[config.mk]
export PLATFORM = sky130hd
export DESIGN_NAME = wb_mem_slave
export DESIGN_NICKNAME = d
export VERILOG_FILES = /design/src/rtl/wb_pkg.sv /design/src/rtl/wb_addr_decode.sv /design/src/rtl/wb_mem_slave.sv
export SDC_FILE = /design/constraint.sdc
export NUM_CORES = 1
export LEC_CHECK = 0
export CORE_MARGIN = 8
export CORE_UTILIZATION = 46
export DETAILED_ROUTE_END_ITERATION = 6
export GPL_TIMING_DRIVEN = 0
export PLACE_DENSITY = 0.91
export SLEW_MARGIN = 20
export SYNTH_ARGS = -nofsm -noshare
export SYNTH_HDL_FRONTEND = slang
export SYNTH_SLANG_ARGS = --single-unit
export TNS_END_PERCENT = 100
[constraint.sdc]
create_clock -name clk -period 4.4 [get_ports clk]
set_input_delay 0.44 -clock clk [delete_from_list [all_inputs] [get_ports clk]]
set_output_delay 0.44 -clock clk [all_outputs]
set_load 0.01 [all_outputs]
[src/rtl/wb_pkg.sv]
// rtl/wb_pkg.sv - shared state/termination encodings and width defaults for the Wishbone memory slave
package wb_pkg;

    typedef enum logic [1:0] {
        ST_IDLE   = 2'd0,
        ST_ACCESS = 2'd1,
        ST_TERM   = 2'd2
    } state_e;

    typedef enum logic [1:0] {
        TERM_NONE = 2'd0,
        TERM_ACK  = 2'd1,
        TERM_ERR  = 2'd2,
        TERM_RTY  = 2'd3
    } term_e;

    localparam int DEF_DATA_W     = 8;
    localparam int DEF_ADDR_W     = 16;
    localparam int DEF_MEM_ADDR_W = 12;
    localparam int WAIT_CNT_W     = 4;

endpackage

[src/rtl/wb_addr_decode.sv]
// rtl/wb_addr_decode.sv - combinational window match of a Wishbone address against the slave base
module wb_addr_decode
    import wb_pkg::*;
#(
    parameter int                ADDR_W     = DEF_ADDR_W,
    parameter int                MEM_ADDR_W = DEF_MEM_ADDR_W,
    parameter logic [ADDR_W-1:0] BASE_ADDR  = '0
) (
    input  logic [ADDR_W-1:0] adr_i,
    output logic              in_range_o
);

    assign in_range_o = (adr_i >> MEM_ADDR_W) == (BASE_ADDR >> MEM_ADDR_W);

endmodule

[src/rtl/wb_mem_slave.sv]
// rtl/wb_mem_slave.sv - Wishbone classic single-transfer slave driving a cs/we/oe synchronous memory
module wb_mem_slave
    import wb_pkg::*;
#(
    parameter int                DATA_W      = DEF_DATA_W,
    parameter int                ADDR_W      = DEF_ADDR_W,
    parameter int                MEM_ADDR_W  = DEF_MEM_ADDR_W,
    parameter logic [ADDR_W-1:0] BASE_ADDR   = '0,
    parameter int                WAIT_STATES = 1,
    parameter bit                READ_ONLY   = 1'b0
) (
    input  logic                  clk,
    input  logic                  reset,
    input  logic [ADDR_W-1:0]     adr_i,
    input  logic [DATA_W-1:0]     dat_i,
    output logic [DATA_W-1:0]     dat_o,
    input  logic                  we_i,
    input  logic                  stb_i,
    input  logic                  cyc_i,
    output logic                  ack_o,
    output logic                  err_o,
    output logic                  rty_o,
    input  logic                  mem_busy,
    output logic                  mem_cs,
    output logic                  mem_we,
    output logic                  mem_oe,
    output logic [MEM_ADDR_W-1:0] mem_dir,
    output logic [DATA_W-1:0]     mem_wdata,
    input  logic [DATA_W-1:0]     mem_rdata
);

    state_e                state_q, state_d;
    term_e                 term_q, term_d;
    logic [WAIT_CNT_W-1:0] cnt_q, cnt_d;
    logic                  cs_q, cs_d, we_q, we_d, oe_q, oe_d;
    logic [DATA_W-1:0]     dat_q, dat_d, wdata_q, wdata_d;
    logic [MEM_ADDR_W-1:0] dir_q, dir_d;
    logic                  in_range, req, reject;

    wb_addr_decode #(
        .ADDR_W     (ADDR_W),
        .MEM_ADDR_W (MEM_ADDR_W),
        .BASE_ADDR  (BASE_ADDR)
    ) u_addr_decode (
        .adr_i      (adr_i),
        .in_range_o (in_range)
    );

    assign req    = stb_i & cyc_i;
    assign reject = !in_range || (READ_ONLY && we_i);

    always_ff @(posedge clk or posedge reset) begin
        if (reset) begin
            state_q <= ST_IDLE;
            term_q  <= TERM_NONE;
            cnt_q   <= '0;
            cs_q    <= 1'b0;
            we_q    <= 1'b0;
            oe_q    <= 1'b0;
            dat_q   <= '0;
            wdata_q <= '0;
            dir_q   <= '0;
        end else begin
            state_q <= state_d;
            term_q  <= term_d;
            cnt_q   <= cnt_d;
            cs_q    <= cs_d;
            we_q    <= we_d;
            oe_q    <= oe_d;
            dat_q   <= dat_d;
            wdata_q <= wdata_d;
            dir_q   <= dir_d;
        end
    end

    always_comb begin
        state_d = state_q;
        case (state_q)
            ST_IDLE: begin
                if (req) state_d = (reject || mem_busy) ? ST_TERM : ST_ACCESS;
            end
            ST_ACCESS: begin
                if (!cyc_i)             state_d = ST_IDLE;
                else if (cnt_q == '0)   state_d = ST_TERM;
            end
            default: state_d = ST_IDLE;
        endcase
    end

    // Terminations are only ever set on the transition into TERM, so each lasts one cycle.
    always_comb begin
        term_d  = TERM_NONE;
        cnt_d   = cnt_q;
        cs_d    = cs_q;
        we_d    = we_q;
        oe_d    = oe_q;
        dat_d   = dat_q;
        wdata_d = wdata_q;
        dir_d   = dir_q;
        case (state_q)
            ST_IDLE: begin
                if (req) begin
                    if (reject) begin
                        term_d = TERM_ERR;
                    end else if (mem_busy) begin
                        term_d = TERM_RTY;
                    end else begin
                        dir_d   = adr_i[MEM_ADDR_W-1:0];
                        wdata_d = dat_i;
                        cs_d    = 1'b1;
                        we_d    = we_i;
                        oe_d    = !we_i;
                        cnt_d   = WAIT_CNT_W'(WAIT_STATES);
                    end
                end
            end
            ST_ACCESS: begin
                if (!cyc_i) begin
                    {cs_d, we_d, oe_d} = '0;
                end else if (cnt_q != '0) begin
                    cnt_d = cnt_q - WAIT_CNT_W'(1);
                end else begin
                    term_d             = TERM_ACK;
                    {cs_d, we_d, oe_d} = '0;
                    if (!we_q) dat_d = mem_rdata;
                end
            end
            default: ;
        endcase
    end

    assign ack_o     = (term_q == TERM_ACK);
    assign err_o     = (term_q == TERM_ERR);
    assign rty_o     = (term_q == TERM_RTY);
    assign dat_o     = dat_q;
    assign mem_cs    = cs_q;
    assign mem_we    = we_q;
    assign mem_oe    = oe_q;
    assign mem_dir   = dir_q;
    assign mem_wdata = wdata_q;

endmodule

==> impl_metrics.toml, run 1 <==
[critical_path]
crit_type = "flip-flop to flip-flop"
worstPathMaxFanout = 8
slowest_delay_ns = 0.42
reg2reg_depth = 6
crit_path_start_kind = "flip-flop"
cp.depth = 6
crit_chain = "inv_1 -> ha_1 -> or3b_1 -> buf_2 -> a22o_2 -> a22o_1"
path_buf_inv = 2
worstPathRequired_ns = 4.58
startpoint = "cnt_q[0]"
worstReg2RegStart = "cnt_q[0]"
critical_path.top_delay_family = "compound AO/OA/AOI/OAI gates"
end_kind = "flip-flop"
cp.arrival_ns = 2.07
crit_slowest_cell = "dfrtp_1"

[routing]
drt_iter0_drc = 87
wire_per_inst_um = 19.5
vias = 1308
drcViolationCount = 0
vias_per_cell = 5.30
wl_um = 4810
ant_nets = 0
drt_pass1_iterations = 4

[grt]
grt-ovfl-total = 0
antenna_found_initial = 0
grt_pass1_vias = 1440
track_usage = 0.161
grt_pass1_wl_um = 7800
grt_max_degree = 40

[synthesis]
syn_inst = 120
synth_top_area_cell = "dfrtp_1"
synth_sequential_area_ratio = 0.541
synth_nets = 160
syn_area_um2 = 1800
synth.ff_latch_count = 39
yosysTopAreaCellShare = 0.541
ys_types = 34
synthTopCellsByArea = "dfrtp_1 54%, mux2_4 20%, mux2_2 2.5%, buf_6 1.9%, a21oi_1 1.7%"
syn_area_per_cell_um2 = 15.0
synth_warnings = 0

[clock_network]
clkTransAtPathRegs_ns = 0.08
cts_tree = "yes"
cts_hold_buf = 0
insertion_delay_ns = 0.29
cts.path.max_buffers = 2
cts_setup_buffers = 0
cts_resized = 0
cts_made_buffers = 5
clock-sinks = 39
clock-root-buffer = "clkbuf_8"
htree_levels = 2

[die]
fp.dieW_um = 78.6
pin_count = 72
start_util = 0.486
die_h_um = 78.6
rows = 22
dieArea_um2 = 6180
coreArea_um2 = 3720

[sta]
finalMaxSlewViolations = 0
finalClockSkew_ns = 0.0110
min_period_ns = 1.88
setup_violations = 0
fin_ws_ns = 2.52
fin_setup_tns_ns = 0
tightest_slew_ns = 0.774
maxSlewHeadroom = 0.483
fmax_mhz = 531
post-route-period-util = 0.428
rsz0062_at_grt = "false"
hold_violations = 0

[placed_design]
pre_cts_slack_ns = 2.25
place.gp.congestion = 0.792
dpl.hpwl_um = 3720
port_buffers = 71

[min_path]
min_path_type = "flip-flop to flip-flop"
holdPathStages = 1
min_from = "dat_o[6]"

[final_layout]
syn_to_final_growth_pct = 47.6
num_antenna_cells = 0
fill_cells = 244
final_common_cell = "clkdlybuf4s50_1"
drive_gt1_frac = 0.251
finalNetCount = 238
final_cell_mix = "71 x clkdlybuf4s50_1, 39 x dfrtp_1, 24 x mux2_4"

[power_and_ir_drop]
p_leak_nw = 1.26
ir_drop_v = 0.000182
power_density_nw_per_um2 = 332
finalPower_mw = 0.883

[status]
status = "finished, final reports clean"

[run]
drv_cap = 0
## layout make-up
| cell class | count | area (µm²) | share of cell area |
|---|---|---|---|
| sequential | 39 | 976 | 0.366 |
| multi-input combinational | 70 | 758 | 0.285 |
| timing repair buffer | 71 | 711 | 0.267 |
| clock buffer | 5 | 68.8 | 0.0258 |
| tap | 48 | 60.1 | 0.0225 |
| buffer | 6 | 51.3 | 0.0193 |
| clock inverter | 3 | 20.0 | 0.00752 |
| inverter | 5 | 18.8 | 0.00705 |
## sequential cells by signal, summed over array words and instances, names as in the netlist
| name | count |
|---|---|
| mem_oe | 1 |
| mem_cs | 1 |
| term_q | 2 |
| mem_we | 1 |
| state_q | 2 |
| dat_o | 8 |
| mem_dir | 12 |
| mem_wdata | 8 |
| cnt_q | 4 |
## cell usage after synthesis, drive strengths merged
library cell,instances
nor2,2
or4,1
mux2i,2
buf,6
a21oi,6
and2,2
nor2b,3
nor4,1
dfrtp,39
a41oi,2
or2b,1
o211ai,2
or3,1
o21ai,1
and2b,1
mux2,28
o211a,2
ha,2
or3b,2
nand3,3
inv,5
a22o,2
o2bb2ai,1
nor3b,1
nand2b,1
nor3,1
nand4bb,1
a31oi,1
## stage by stage
step / cell area (µm²) / cells / hold WS (ns) / util
floorplan: 1800 / 120 / 0.521 / -
global placement: 2570 / 239 / 0.490 / 0.693
detailed placement: 2570 / 239 / 0.496 / 0.693
CTS: 2660 / 247 / 0.516 / 0.717
global route: 2660 / 247 / 0.535 / 0.717
finish: 2660 / 247 / 0.514 / 0.717
## final timing paths
check / to / slack, ns
hold / removal: dat_o[6] / 0.51
setup reg to reg: cnt_q[0] / 2.52
hold reg to reg: dat_o[6] / 0.51
max in group asynchronous: dat_o[1] / 3.28
min in group asynchronous: mem_dir[11] / 0.62
setup / recovery: cnt_q[0] / 2.52
## routing by layer
| layer | wire, µm | vias up | part of all wire | GRT usage |
|---|---|---|---|---|
| li1 | - | 585 | - | - |
| met1 | 1930 | 643 | 0.40 | 0.179 |
| met2 | 2330 | 70 | 0.48 | 0.277 |
| met3 | 469 | 10 | 0.097 | 0.0638 |
| met4 | 82 | 0 | 0.017 | 0.0519 |
| met5 | 0 | - | 0 | 0 |
## report_power, final
part           internal, mW  switching (mW)  leakage, nW
logic                 0.136          0.0887        0.700
registers             0.396          0.0261        0.517
clock network         0.110           0.126       0.0402
total                 0.642           0.241         1.26
## logic make-up after synthesis
| logic type | count (synthesis) | synth area share |
|---|---|---|
| fa+ha+maj | 2 | 0.0139 |
| compound gates | 17 | 0.0673 |
| buf+inv | 11 | 0.0388 |
| simple gates | 21 | 0.103 |
| flops | 39 | 0.541 |
| mux | 30 | 0.236 |
No activity file was read; power rests on OpenSTA's default activity.
==> run 2, diff against run 1 <==
Settings changed: CORE_UTILIZATION 46 to 39, PLACE_DENSITY 0.91 to 0.83.
Clock period 4.4 ns to 1.6 ns, I/O delays scaled along.
==> run 2 against run 1 <==
  * The run now ends with negative setup slack left
  * Worst setup slack worse by 2.5 ns
  * Critical endpoint is now dat_o[7]
  * Critical path depth is 1 lower
  * Clock skew is 0.0019 ns higher
  * Utilization is 7.1 points lower
==> impl_metrics.toml, run 2 (synthesis results as in run 1) <==
[power_and_ir_drop]
power_density_nw_per_um2 = 956
finalPower_mw = 2.72
switching_share = 0.254
p_sw_mw = 0.693
ir_drop_v = 0.000524
seqPwrFrac = 0.423
p_leak_nw = 1.35
pwr-share-comb = 0.275
pwr-share-clk = 0.301
cell_internal_pwr_mw = 2.03

[die]
coreArea_um2 = 4410
dieArea_um2 = 7060
start_util = 0.409
die_h_um = 84.0
rows = 24
fp.dieW_um = 84.0
pin_count = 72

[final_layout]
fin_area_um2 = 2850
final_cell_mix = "71 x clkdlybuf4s50_1, 39 x dfrtp_1, 24 x mux2_4"
finalNetCount = 251
drive_gt1_frac = 0.330
register_area_um2 = 976
num_antenna_cells = 0
syn_to_final_growth_pct = 57.9
final_common_cell = "clkdlybuf4s50_1"
fill_cells = 342
largest_reg_flops = 12
multi_input_area_um2 = 802

[critical_path]
crit_slowest_cell = "or3_4"
end_kind = "flip-flop"
path_buf_inv = 1
cp.arrival_ns = 1.79
crit_path_start_kind = "flip-flop"
worstPathMaxFanout = 8
critical_path.top_delay_family = "simple AND/OR/NAND/NOR gates"
slowest_delay_ns = 0.43
crit_type = "flip-flop to flip-flop"
crit_chain = "inv_2 -> ha_4 -> nand4bb_4 -> or3_4 -> mux2_4"
worstPathRequired_ns = 1.77

[sta]
fmax_mhz = 618
fin_ws_ns = -0.0187
maxSlewHeadroom = 0.763
finalMaxSlewViolations = 0
min_period_ns = 1.62
finalClockSkew_ns = 0.0128
tightest_slew_ns = 0.353
post-route-period-util = 1.01
hold_violations = 0
setup_violations = 9
fin_setup_tns_ns = -0.102
rsz0062_at_grt = "true"

[routing]
vias_per_cell = 5.02
vias = 1325
drcViolationCount = 0
drt_iter0_drc = 57
wire_per_inst_um = 17.5
wl_um = 4620
ant_nets = 0
drt_pass1_iterations = 4

[status]
status = "complete, but fails checks"
violations = "negative setup slack"

[clock_network]
clock-root-buffer = "clkbuf_8"
cts.path.max_buffers = 2
cts_made_buffers = 5
cts_hold_buf = 0
clkTransAtPathRegs_ns = 0.08
insertion_delay_ns = 0.30
clock-sinks = 39
cts_tree = "yes"
htree_levels = 2

[grt]
grt-ovfl-total = 0
grt_max_degree = 34
antenna_found_initial = 0
track_usage = 0.131
grt_pass1_wl_um = 7390
grt_pass1_vias = 1379

[placed_design]
place.gp.congestion = 0.818
port_buffers = 71
dpl.hpwl_um = 3440
dpl_cell_area_um2 = 2620

[min_path]
min_path_type = "input port to async pin"

[run]
drv_cap = 0
run 2: layout make-up:
cell class                      instances  share of cell area
Tap cell                               52              0.0228
Multi-Input combinational cell         70               0.282
Clock inverter                          3              0.0154
Buffer                                  4              0.0136
Timing Repair Buffer                   86               0.293
Clock buffer                            5              0.0242
Sequential cell                        39               0.343
Inverter                                5             0.00659
run 2: worst paths after layout:
| check | startpoint | end | slack, ns | cells past startpoint |
|---|---|---|---|---|
| min | reset | mem_dir[9] | 0.07 | 2 |
| min in group clk | we_i | mem_oe | 0.46 | 2 |
| max reg2reg | cnt_q[1] | dat_o[7] | -0.02 | 5 |
| max in group asynchronous | reset | state_q[1] | 1.11 | 3 |
| min reg2reg | mem_wdata[6] | mem_wdata[6] | 0.51 | 1 |
| max | cnt_q[1] | dat_o[7] | -0.02 | 5 |
run 2: power by group through the flow:
| stage | Combinational [mW] | Sequential (mW) | Clock, mW |
|---|---|---|---|
| global route | 0.804 | 1.17 | 0.880 |
| detailed placement | 0.624 | 1.17 | 0 |
| CTS | 0.729 | 1.15 | 0.845 |
| floorplan | 0.257 | 1.20 | 0 |
| finish | 0.750 | 1.15 | 0.821 |
| global placement | 0.606 | 1.16 | 0 |
run 2: repair_timing:
| action | CTS | global route |
|---|---|---|
| endpoints found under the setup margin | 28 | 32 |
| gates cloned | 0 | 0 |
| gates resized for setup | 3 | 6 |
| pin swaps | 4 | 5 |
| buffers inserted | 8 | 6 |
run 2: metrics by stage:
stage	hold WS, ns	util	setup WS (ns)	std cells
3_3_place_gp	0.488	0.588	-0.299	243
5_1_grt	0.0681	0.645	-0.0507	264
3_5_place_dp	0.394	0.593	-0.302	244
2_1_floorplan	0.250	-	-0.0685	120
4_1_cts	0.0701	0.634	-0.0420	260
6_report	0.0697	0.645	-0.0187	264
run 2: per-layer routing:
layer  wire [µm]  GRT usage
met3         329     0.0537
met2        2190      0.207
met1        2030      0.154
met4          70     0.0518
met5           0          0
==> run 3, diff against run 2 <==
Settings changed: ABC_CLOCK_PERIOD_IN_PS from default to 1600, CORE_ASPECT_RATIO from default to 0.7, CORE_UTILIZATION 39 to 40, CTS_BUF_LIST from default to sky130_fd_sc_hd__clkbuf_8, PLACE_DENSITY 0.83 to 0.85.
==> run 3 against run 2 <==
  * Utilization rose by 2.7 points
  * Critical endpoint is now cnt_q[0]
  * Via count fell by 2.9%
  * Clock skew fell by 0.0071 ns
  * Global-route usage fell by 0.38 points
  * Fmax fell by 3.1%
  * Non-clock buffer count rose by 1
  * The run still ends with negative setup slack left
  * Worst setup slack got worse by 0.051 ns
  * Critical path depth rose by 1
  * Combinational power fell by 5.5%
  * Hold slack improved by 0.11 ns
  * Clock power rose by 0.5%
==> impl_metrics.toml, run 3 (synthesis results as in run 1) <==
[grt]
grt-ovfl-total = 0
antenna_found_initial = 0
track_usage = 0.127
grt_pass1_wl_um = 6960
grt_pass1_vias = 1379
grt_max_degree = 25

[clock_network]
cts_made_buffers = 5
clkTransAtPathRegs_ns = 0.07
cts_hold_buf = 0
htree_levels = 2
cts_tree = "yes"
clock-root-buffer = "clkbuf_8"
cts.path.max_buffers = 2
clock-sinks = 39
insertion_delay_ns = 0.28

[critical_path]
path_buf_inv = 2
crit_type = "flip-flop to flip-flop"
worstReg2RegStart = "cnt_q[0]"
crit_chain = "inv_2 -> ha_4 -> or3b_1 -> buf_6 -> a22o_4 -> a22o_1"
worstPathMaxFanout = 6
end_kind = "flip-flop"
crit_slowest_cell = "dfrtp_1"
cp.arrival_ns = 1.84
timing.rr.end = "cnt_q[0]"
worstSetupEndpoint = "cnt_q[0]"
startpoint = "cnt_q[0]"
crit_path_start_kind = "flip-flop"
worstPathRequired_ns = 1.77
ff2ff_setup_slack_ns = -0.07
critical_path.top_delay_family = "compound AO/OA/AOI/OAI gates"
cp.depth = 6
slowest_delay_ns = 0.40
reg2reg_depth = 6

[final_layout]
finalNetCount = 252
largest_reg_flops = 12
fin_util = 0.672
num_antenna_cells = 0
final_common_cell = "clkdlybuf4s50_1"
final_cell_mix = "70 x clkdlybuf4s50_1, 39 x dfrtp_1, 24 x mux2_4"
fin_area_um2 = 2910
instances_no_fill = 268
syn_to_final_growth_pct = 61.3
drive_gt1_frac = 0.324

[routing]
vias_per_cell = 4.80
wl_met3_um = 337
wl_met2_um = 1930
drt_pass1_iterations = 3
drt_iter0_drc = 45
wl_um = 4440
wl_met1_um = 2120
vias = 1287
drcViolationCount = 0
ant_nets = 0
wire_per_inst_um = 16.6
routed.top_layer = "met4"

[die]
fp.dieW_um = 96.3
rows = 20
start_util = 0.417
coreArea_um2 = 4330
dieArea_um2 = 6950
die_h_um = 72.2
pin_count = 72

[placed_design]
dpl.cell_count = 247
pre_cts_slack_ns = -0.314
port_buffers = 71
dpl.hpwl_um = 3320
dpl_cell_area_um2 = 2630
place.gp.congestion = 0.783

[power_and_ir_drop]
cell_internal_pwr_mw = 2.05
power_density_nw_per_um2 = 924
p_sw_mw = 0.643
pwr-share-clk = 0.307
finalPower_mw = 2.69
ir_drop_v = 0.000541
p_leak_nw = 1.39
switching_share = 0.239
pwr-share-comb = 0.264
seqPwrFrac = 0.430

[sta]
post-route-period-util = 1.04
finalMaxSlewViolations = 0
fmax_mhz = 599
fin_setup_tns_ns = -0.580
tightest_slew_ns = 0.393
hold_violations = 0
fin_ws_ns = -0.0698
setup_violations = 13
finalClockSkew_ns = 0.00577
min_period_ns = 1.67
whs_ns = 0.183
maxSlewHeadroom = 0.737
rsz0062_at_grt = "true"

[min_path]
min_path_type = "input port to async pin"

[status]
status = "complete, but fails checks"
violations = "negative setup slack"

[run]
drv_cap = 0
-- run 3: cell type report --
class / instances / area, µm²
inverter: 5 / 18.8
buffer: 6 / 81.3
multi-input combinational: 70 / 792
clock inverter: 2 / 35.0
clock buffer: 6 / 82.6
fill: 328 / 1420
sequential: 39 / 976
tap: 55 / 68.8
timing repair buffer: 85 / 856
-- run 3: repair_timing --
action / in CTS / in global routing
endpoints found under the setup margin: 31 / 30
pin swaps: 3 / 4
gates cloned: 0 / 1
setup buffers: 6 / 6
gates resized for setup: 5 / 8
endpoints found under the hold margin: 0 / 0
-- run 3: worst min-delay path by stage --
stage	start	cells past startpoint	to
finish	reset	2	mem_dir[0]
global route	reset	2	cnt_q[2]
CTS	reset	2	cnt_q[1]
detailed placement	reset	2	mem_dir[0]
global placement	mem_wdata[6]	1	mem_wdata[6]
floorplan	we_i	1	mem_oe
-- run 3: power groups by stage --
stage               Sequential, mW  Combinational, mW  Clock, mW
floorplan                     1.20              0.257          0
global placement              1.17              0.606          0
detailed placement            1.17              0.627          0
CTS                           1.15              0.697      0.851
global route                  1.17              0.762      0.907
finish                        1.16              0.709      0.825
-- run 3: layer usage --
| metal | vias up | GRT usage |
|---|---|---|
| met1 | 626 | 0.168 |
| met3 | 4 | 0.0402 |
| li1 | 615 | - |
| met2 | 42 | 0.191 |
| met5 | - | 0 |
| met4 | 0 | 0.0458 |
